## config.mk

```make
export PLATFORM = sky130hd
export DESIGN_NAME = csa42_pipe_acc
export DESIGN_NICKNAME = d
export VERILOG_FILES = /design/src/rtl/csa42_pipe_acc.sv
export SDC_FILE = /design/constraint.sdc
export NUM_CORES = 1
export LEC_CHECK = 0
export CAP_MARGIN = 20
export CORE_UTILIZATION = 40
export CTS_BUF_LIST = sky130_fd_sc_hd__clkbuf_4 sky130_fd_sc_hd__clkbuf_8 sky130_fd_sc_hd__clkbuf_16
export CTS_CLUSTER_DIAMETER = 200
export DETAILED_ROUTE_END_ITERATION = 8
export GPL_ROUTABILITY_DRIVEN = 0
export PLACE_DENSITY = 0.7
export SKIP_LAST_GASP = 1
export SYNTH_ARGS = -nofsm -noshare
export SYNTH_HDL_FRONTEND = slang
export SYNTH_SLANG_ARGS = --single-unit
```

## constraint.sdc

```tcl
create_clock -name clk -period 2.3 [get_ports clk]
set_input_delay 0.46 -clock clk [delete_from_list [all_inputs] [get_ports clk]]
set_output_delay 0.46 -clock clk [all_outputs]
set_load 0.005 [all_outputs]
```

## src/rtl/csa42_pipe_acc.sv

```systemverilog
// Pipelined 4:2 carry-save compressor / redundant accumulator; result stays as (Ws, Wc).
// Define CSA_CARRY_OUT_EN to add the 2-bit cout port carrying the discarded MSB majority bits.
module csa42_pipe_acc #(
    parameter int WL  = 8,
    parameter int LAT = 2
) (
    input  logic          clk,
    input  logic          nReset,
    input  logic          en,
    input  logic          in_valid,
    input  logic          acc,
    input  logic          clr,
    input  logic [WL-1:0] a,
    input  logic [WL-1:0] b,
    input  logic [WL-1:0] c,
    input  logic [WL-1:0] d,
    input  logic          cin1,
    input  logic          cin2,
    output logic          out_valid,
    output logic [WL-1:0] Ws,
    output logic [WL-1:0] Wc
`ifdef CSA_CARRY_OUT_EN
    ,
    output logic [1:0]    cout
`endif
);

    logic [WL-1:0] s_q [LAT];
    logic [WL-1:0] s_d [LAT];
    logic [WL-1:0] c_q [LAT];
    logic [WL-1:0] c_d [LAT];
    logic [LAT-1:0] v_q, v_d;

    logic [WL-1:0] r_op, t_op, s1, c1, ws_n, wc_n;
    logic [WL-2:0] maj1_lo, maj2_lo;

    // Accumulate beats feed the held stage-1 state back in as the third and fourth operand.
    always_comb begin
        r_op = c;
        t_op = d;
        if (acc) begin
            r_op = clr ? '0 : s_q[0];
            t_op = clr ? '0 : c_q[0];
        end
        s1      = a ^ b ^ r_op;
        maj1_lo = (a[WL-2:0] & b[WL-2:0]) | (a[WL-2:0] & r_op[WL-2:0]) | (b[WL-2:0] & r_op[WL-2:0]);
        c1      = {maj1_lo, cin1};
        ws_n    = s1 ^ c1 ^ t_op;
        maj2_lo = (s1[WL-2:0] & c1[WL-2:0]) | (s1[WL-2:0] & t_op[WL-2:0]) | (c1[WL-2:0] & t_op[WL-2:0]);
        wc_n    = {maj2_lo, cin2};
    end

    always_comb begin
        s_d = s_q;
        c_d = c_q;
        v_d = v_q;
        if (en) begin
            for (int k = LAT - 1; k > 0; k--) begin
                s_d[k] = s_q[k-1];
                c_d[k] = c_q[k-1];
                v_d[k] = v_q[k-1];
            end
            v_d[0] = in_valid;
            if (in_valid) begin
                s_d[0] = ws_n;
                c_d[0] = wc_n;
            end else if (clr) begin
                s_d[0] = '0;
                c_d[0] = '0;
            end
        end
    end

    always_ff @(posedge clk or negedge nReset) begin
        if (!nReset) begin
            for (int k = 0; k < LAT; k++) begin
                s_q[k] <= '0;
                c_q[k] <= '0;
            end
            v_q <= '0;
        end else begin
            for (int k = 0; k < LAT; k++) begin
                s_q[k] <= s_d[k];
                c_q[k] <= c_d[k];
            end
            v_q <= v_d;
        end
    end

    assign Ws        = s_q[LAT-1];
    assign Wc        = c_q[LAT-1];
    assign out_valid = v_q[LAT-1];

`ifdef CSA_CARRY_OUT_EN
    logic [1:0] co_n;
    logic [1:0] co_q [LAT];
    logic [1:0] co_d [LAT];

    // Discarded MSB majorities travel with their data so cascades see them aligned.
    always_comb begin
        co_n[0] = (a[WL-1] & b[WL-1]) | (a[WL-1] & r_op[WL-1]) | (b[WL-1] & r_op[WL-1]);
        co_n[1] = (s1[WL-1] & c1[WL-1]) | (s1[WL-1] & t_op[WL-1]) | (c1[WL-1] & t_op[WL-1]);
        co_d    = co_q;
        if (en) begin
            for (int k = LAT - 1; k > 0; k--) begin
                co_d[k] = co_q[k-1];
            end
            if (in_valid) begin
                co_d[0] = co_n;
            end else if (clr) begin
                co_d[0] = 2'b00;
            end
        end
    end

    always_ff @(posedge clk or negedge nReset) begin
        if (!nReset) begin
            for (int k = 0; k < LAT; k++) begin
                co_q[k] <= 2'b00;
            end
        end else begin
            for (int k = 0; k < LAT; k++) begin
                co_q[k] <= co_d[k];
            end
        end
    end

    assign cout = co_q[LAT-1];
`endif

endmodule

```

==> impl_metrics.py, run 1 <==
metrics = {
    "timing": {
        "relSlewSlack_pct": 57.3,
        "hold_ws_ns": 0.510,
        "fin_ws_ns": 0.103,
        "finalClockSkew_ns": 0.00609,
        "min_period_ns": 2.20,
        "rsz0062_at_grt": "no",
        "max_freq_mhz": 455,
        "hold_viol": 0,
        "tightest_slew_ns": 0.640,
        "fin_crit_sh_pct": 95.5,
        "finalMaxSlewViolations": 0,
        "finalSetupViolCount": 0,
    },
    "drt": {
        "routed_wirelength_um": 4270,
        "drtPass1Iterations": 6,
        "dr_total_vias": 1330,
        "drtIter0Drc": 115,
        "wire_per_inst_um": 16.4,
        "ant_nets": 0,
        "vias_per_cell": 5.10,
        "drcViolationCount": 11,
    },
    "grt": {
        "grt.total_usage_pct": 19.3,
        "antenna_found_initial": 0,
        "grt-ovfl-total": 0,
        "grt_pass1_wl_um": 7310,
        "grt_start_max_net_pins": 35,
        "grt_pass1_vias": 1502,
    },
    "min_path": {
        "worstHoldStart": "Ws[6]$_DFFE_PN0P_",
        "hold_class": "reg -> reg",
        "holdPathStages": 1,
        "holdPathEnd": "Ws[6]$_DFFE_PN0P_",
    },
    "floorplan": {
        "start_util_pct": 42.6,
        "num_io_pins": 57,
        "dieArea_um2": 5010,
        "core-area_um2": 4440,
        "die_w_um": 70.8,
        "num_rows": 24,
        "die-height_um": 70.8,
    },
    "worst_setup_path": {
        "cp_num_buf_inv": 1,
        "worstRegToRegCells": 5,
        "crit_type": "in -> reg",
        "ff2ff_setup_slack_ns": 0.43,
        "arrival_ns": 2.36,
        "worstSetupStartpointType": "input pin",
        "crit_family": "adder cells",
        "cpMostUsedCell": "fa_1",
        "cp_cell_sequence": "dlygate4sd2_1 > and2b_4 > nand2_1 > o21ai_0 > fa_1 > fa_1 > a22o_1",
        "crit_required_ns": 2.47,
        "cp-end-kind": "register",
        "cp_max_fo": 6,
        "worst_r2r_endpoint": "s_q[10]$_DFFE_PN0P_",
        "crit_slowest_cell": "fa_1",
        "critPathMaxStageDelay_ns": 0.48,
        "r2r-start": "s_q[10]$_DFFE_PN0P_",
    },
    "outcome": {
        "violations": "design-rule violations",
        "status": "finished, violations left",
    },
    "clocking": {
        "cts_root_buf": "clkbuf_8",
        "hold_buffers": 0,
        "clock_path_buffers": 2,
        "cts_tree": "yes",
        "cts_buffers": 5,
        "clock_sinks": 34,
        "path_clk_slew_ns": 0.07,
        "insertion_delay_ns": 0.28,
        "htree_levels": 2,
    },
    "pwr": {
        "peakVddDrop_mv": 0.271,
        "switchingPower_uw": 479,
        "p_leak_nw": 1.16,
        "p_per_area_nw_per_um2": 691,
        "swShare_pct": 27.4,
        "pwr-share-comb_pct": 30.6,
        "pwr-share-clk_pct": 23.1,
        "intPower_mw": 1.27,
        "seqPwrFrac_pct": 46.3,
    },
    "yosys": {
        "ys_warn_count": 0,
        "syn_area_um2": 1890,
        "ys_async_sr_fraction_pct": 100,
        "synthCells": 159,
        "synth_ff_type": "dfrtp_1",
        "avgSynthCellArea_um2": 11.9,
        "syn_nets": 213,
        "yosysSeqAreaShare_pct": 45.0,
        "synth_cell_types": 19,
        "ys_ff_latch": 34,
        "synth-edff-count": 0,
    },
    "placement": {
        "port_buffers": 56,
        "place_ws_ns": -0.450,
        "hpwl_um": 3170,
    },
    "layout": {
        "final_layout_size_suffix_gt1_share_pct": 18.2,
        "areaGrowthSynthToFinish_pct": 33.9,
        "n_antenna_cell": 0,
        "nets": 263,
    },
    "flow_run": {
        "drv_cap": 0,
    },
}
state kept, by name (all words and copies together) (netlist names):
signal  flops
Wc          8
s_q         8
Ws          8
v_q         2
c_q         8
stage by stage:
step                      cells  utilization, %  power, mW  setup TNS [ns]  cell area (um^2)
after floorplan             159               -       1.13               0              1890
after global placement      250            54.2       1.33           -5.02              2410
after detailed placement    251            54.5       1.35           -5.65              2420
after CTS                   261            57.0       1.77               0              2530
after global routing        261            57.0       1.87               0              2530
final                       261            57.0       1.75               0              2530
routing by layer:
| layer | GRT usage [%] | up-vias | share of wire (%) |
|---|---|---|---|
| met5 | 0 | - | 0 |
| met2 | 35.0 | 40 | 53 |
| met1 | 23.2 | 676 | 40 |
| met4 | 7.33 | 0 | 1.5 |
| li1 | - | 609 | - |
| met3 | 2.85 | 5 | 4.8 |
cell usage after synthesis, types with 2 or more instances:
master / number / area [um^2]
buf_4: 16 / 120
o21ai_0: 13 / 65.1
mux2_2: 18 / 203
xor2_1: 2 / 17.5
fa_1: 14 / 280
inv_1: 17 / 63.8
buf_2: 5 / 25.0
xnor2_1: 3 / 26.3
nand2_1: 12 / 45.0
clkbuf_1: 2 / 7.51
a22o_1: 16 / 140
dfrtp_1: 34 / 851
layout make-up:
| type | count | area [um^2] |
|---|---|---|
| Inverter | 17 | 63.8 |
| Multi-Input combinational cell | 86 | 842 |
| Clock inverter | 2 | 10.0 |
| Timing Repair Buffer | 65 | 633 |
| Tap cell | 52 | 65.1 |
| Sequential cell | 34 | 851 |
| Fill cell | 381 | 1910 |
| Clock buffer | 5 | 68.8 |
power by group through the flow:
stage | clock network [mW] | registers [mW] | logic (mW)
3_3_place_gp | 0 | 0.813 | 0.514
6_report | 0.404 | 0.810 | 0.536
4_1_cts | 0.417 | 0.811 | 0.546
3_5_place_dp | 0 | 0.820 | 0.535
2_1_floorplan | 0 | 0.790 | 0.343
5_1_grt | 0.443 | 0.829 | 0.594
layout by cell type, fill, tap and decap left out, drive strengths merged:
master         Yosys  final
a21oi              1      1
nor2b              1      1
a22o              16     16
buf               21      9
xnor2              3      3
xor2               2      2
nand2             12     12
fa                14     14
clkbuf             2      5
o21ai             14     14
and2               1      1
nand3b             1      1
clkinv             0      2
inv               17     17
o2bb2ai            1      1
and2b              1      2
clkdlybuf4s50      0     54
dlygate4sd2        0      2
mux2              18     18
dfrtp             34     34
cells by family (layout without fill, tap and decap cells):
| group | count (synthesis) | after routing | share of synthesized area (%) |
|---|---|---|---|
| xor gates and xnor gates | 5 | 5 | 2.32 |
| AOI/OAI and AO/OA | 32 | 32 | 11.8 |
| DFF | 34 | 34 | 45.0 |
| and+or+nand+nor | 16 | 17 | 3.90 |
| adders and majority gates | 14 | 14 | 14.8 |
| buffers and inverters | 40 | 89 | 11.4 |
| muxes | 18 | 18 | 10.7 |
worst max path at each step:
stage | from | endpoint | cells past startpoint
3_3_place_gp | clr | s_q[8]$_DFFE_PN0P_ | 7
3_5_place_dp | clr | s_q[14]$_DFFE_PN0P_ | 7
2_1_floorplan | clr | s_q[8]$_DFFE_PN0P_ | 7
6_report | clr | s_q[10]$_DFFE_PN0P_ | 7
4_1_cts | clr | s_q[10]$_DFFE_PN0P_ | 7
5_1_grt | clr | s_q[10]$_DFFE_PN0P_ | 7
timing repair:
action	CTS	global route
resized for setup	8	0
buffers inserted	2	0
setup endpoints to repair	14	0
Note: power is estimated with default switching activity, not from simulation.
==> inputs of run 2 (changes only) <==
--- a/config.mk
+++ b/config.mk
@@ -11,7 +11,8 @@
 export CTS_CLUSTER_DIAMETER = 200
 export DETAILED_ROUTE_END_ITERATION = 8
 export GPL_ROUTABILITY_DRIVEN = 0
-export PLACE_DENSITY = 0.7
+export PLACE_DENSITY = 0.72
+export SETUP_SLACK_MARGIN = 0.1
 export SKIP_LAST_GASP = 1
 export SYNTH_ARGS = -nofsm -noshare
 export SYNTH_HDL_FRONTEND = slang
==> constraint.sdc (replaced) <==
create_clock -name clk -period 1.94 [get_ports clk]
set_input_delay 0.388 -clock clk [delete_from_list [all_inputs] [get_ports clk]]
set_output_delay 0.388 -clock clk [all_outputs]
set_load 0.005 [all_outputs]
==> impl_metrics.py, run 2 (synthesis gave the netlist of run 1 again) <==
metrics = {
    "outcome": {
        "status": "finished, violations left",
        "violations": "design-rule violations",
    },
    "layout": {
        "fin_cells": 269,
        "final_cell_mix": "clkdlybuf4s50_1 (42), dfrtp_1 (34), mux2_2 (18)",
        "nets": 270,
        "n_antenna_cell": 0,
        "fill_cells": 345,
        "multi_input_area_um2": 903,
        "layout_commonest_cell": "clkdlybuf4s50_1",
        "fin_area_um2": 2650,
        "areaGrowthSynthToFinish_pct": 40.3,
        "seq_area_um2": 851,
        "final_layout_size_suffix_gt1_share_pct": 31.3,
    },
    "timing": {
        "min_period_ns": 1.91,
        "hold_viol": 0,
        "fin_crit_sh_pct": 98.3,
        "finalMaxSlewViolations": 0,
        "rsz0062_at_grt": "yes",
        "relSlewSlack_pct": 57.9,
        "max_freq_mhz": 524,
        "finalClockSkew_ns": 0.00519,
        "finalSetupViolCount": 0,
        "tightest_slew_ns": 0.632,
    },
    "floorplan": {
        "num_io_pins": 57,
        "dieArea_um2": 5010,
        "core-area_um2": 4440,
        "start_util_pct": 42.6,
        "die_w_um": 70.8,
        "num_rows": 24,
        "die-height_um": 70.8,
    },
    "clocking": {
        "path_clk_slew_ns": 0.07,
        "insertion_delay_ns": 0.28,
        "clock_path_buffers": 2,
        "hold_buffers": 0,
        "cts_tree": "yes",
        "cts_root_buf": "clkbuf_8",
        "clock_sinks": 34,
        "cts_buffers": 5,
        "htree_levels": 2,
    },
    "drt": {
        "drtIter0Drc": 89,
        "vias_per_cell": 5.09,
        "drtPass1Iterations": 7,
        "wire_per_inst_um": 15.7,
        "routed_wirelength_um": 4220,
        "ant_nets": 0,
        "dr_total_vias": 1369,
        "drcViolationCount": 10,
    },
    "placement": {
        "placed_cell_area_um2": 2450,
        "hpwl_um": 3010,
        "dp.cells": 253,
        "port_buffers": 56,
    },
    "grt": {
        "grt_pass1_wl_um": 7160,
        "antenna_found_initial": 0,
        "grt_start_max_net_pins": 35,
        "grt-ovfl-total": 0,
        "grt.total_usage_pct": 18.7,
        "grt_pass1_vias": 1502,
    },
    "min_path": {
        "holdPathStages": 1,
        "hold_class": "reg -> reg",
        "worstHoldStart": "v_q[0]$_DFFE_PN0P_",
        "holdPathEnd": "v_q[0]$_DFFE_PN0P_",
    },
    "worst_setup_path": {
        "arrival_ns": 2.08,
        "ff2ff_setup_slack_ns": 0.04,
        "crit_slowest_cell": "fa_1",
        "worst_r2r_endpoint": "s_q[12]$_DFFE_PN0P_",
        "crit_type": "in -> reg",
        "cp-end-kind": "register",
        "cp_max_fo": 6,
        "r2r-start": "s_q[12]$_DFFE_PN0P_",
        "crit_required_ns": 2.11,
        "worstRegToRegCells": 5,
        "cp_cell_sequence": "buf_6 > and2b_4 > a21oi_4 > fa_1 > inv_2 > fa_2 > a22o_1",
        "worstSetupStartpointType": "input pin",
        "critPathMaxStageDelay_ns": 0.53,
    },
    "pwr": {
        "p_per_area_nw_per_um2": 822,
        "peakVddDrop_mv": 0.495,
        "p_leak_nw": 1.24,
    },
    "flow_run": {
        "drv_cap": 0,
    },
}
run 2: power by group:
part	switching, mW	total (mW)	internal (mW)
combinational	0.240	0.674	0.434
clock	0.243	0.543	0.300
sequential	0.107	0.965	0.858
total	0.590	2.18	1.59
run 2: critical path, delay by kind of cell:
kind,cells,cell delay [ns]
simple gates,1,0.33
compound gates,2,0.30
fa+ha+maj,2,0.93
buf+inv,2,0.14
run 2: cell type report:
class,count,share of cell area (%)
Tap cell,52,2.45
Timing Repair Buffer,72,25.5
Clock inverter,1,0.189
Inverter,17,2.40
Clock buffer,7,3.39
Sequential cell,34,32.1
Multi-Input combinational cell,86,34.0
run 2: worst max path at each step:
stage / startpoint / end / depth (start not counted)
2_1_floorplan: clr / s_q[11]$_DFFE_PN0P_ / 7
3_3_place_gp: clr / s_q[9]$_DFFE_PN0P_ / 7
3_5_place_dp: clr / s_q[12]$_DFFE_PN0P_ / 7
4_1_cts: clr / s_q[12]$_DFFE_PN0P_ / 7
5_1_grt: s_q[12]$_DFFE_PN0P_ / s_q[12]$_DFFE_PN0P_ / 5
6_report: clr / s_q[8]$_DFFE_PN0P_ / 7
run 2: what timing repair did:
item	in CTS	in global routing
endpoints found under the hold margin	0	0
cloned	1	0
pin swaps	22	19
endpoints found under the setup margin	15	13
resized for setup	39	10
buffers inserted	5	2
run 2: per-stage QoR:
stage / hold WS, ns / setup TNS (ns) / util, % / worst slack, ns / total power [mW]
detailed placement: 0.492 / -9.93 / 55.1 / -0.789 / 1.61
floorplan: 0.0924 / -1.34 / - / -0.175 / 1.35
CTS: 0.508 / 0 / 58.8 / 0.0243 / 2.18
finish: 0.507 / 0 / 59.7 / 0.0332 / 2.18
global placement: 0.486 / -9.34 / 55.1 / -0.713 / 1.58
global route: 0.530 / -0.00211 / 59.7 / -0.00211 / 2.32
run 2: per-layer routing:
layer | share of wire [%] | wire (um) | track usage (%) | vias to the layer above
met5 | 0 | 0 | 0 | -
met4 | 1.7 | 70 | 5.33 | 0
met3 | 6.4 | 271 | 4.70 | 10
met2 | 50 | 2110 | 31.8 | 64
met1 | 42 | 1770 | 23.8 | 670
li1 | - | - | - | 625
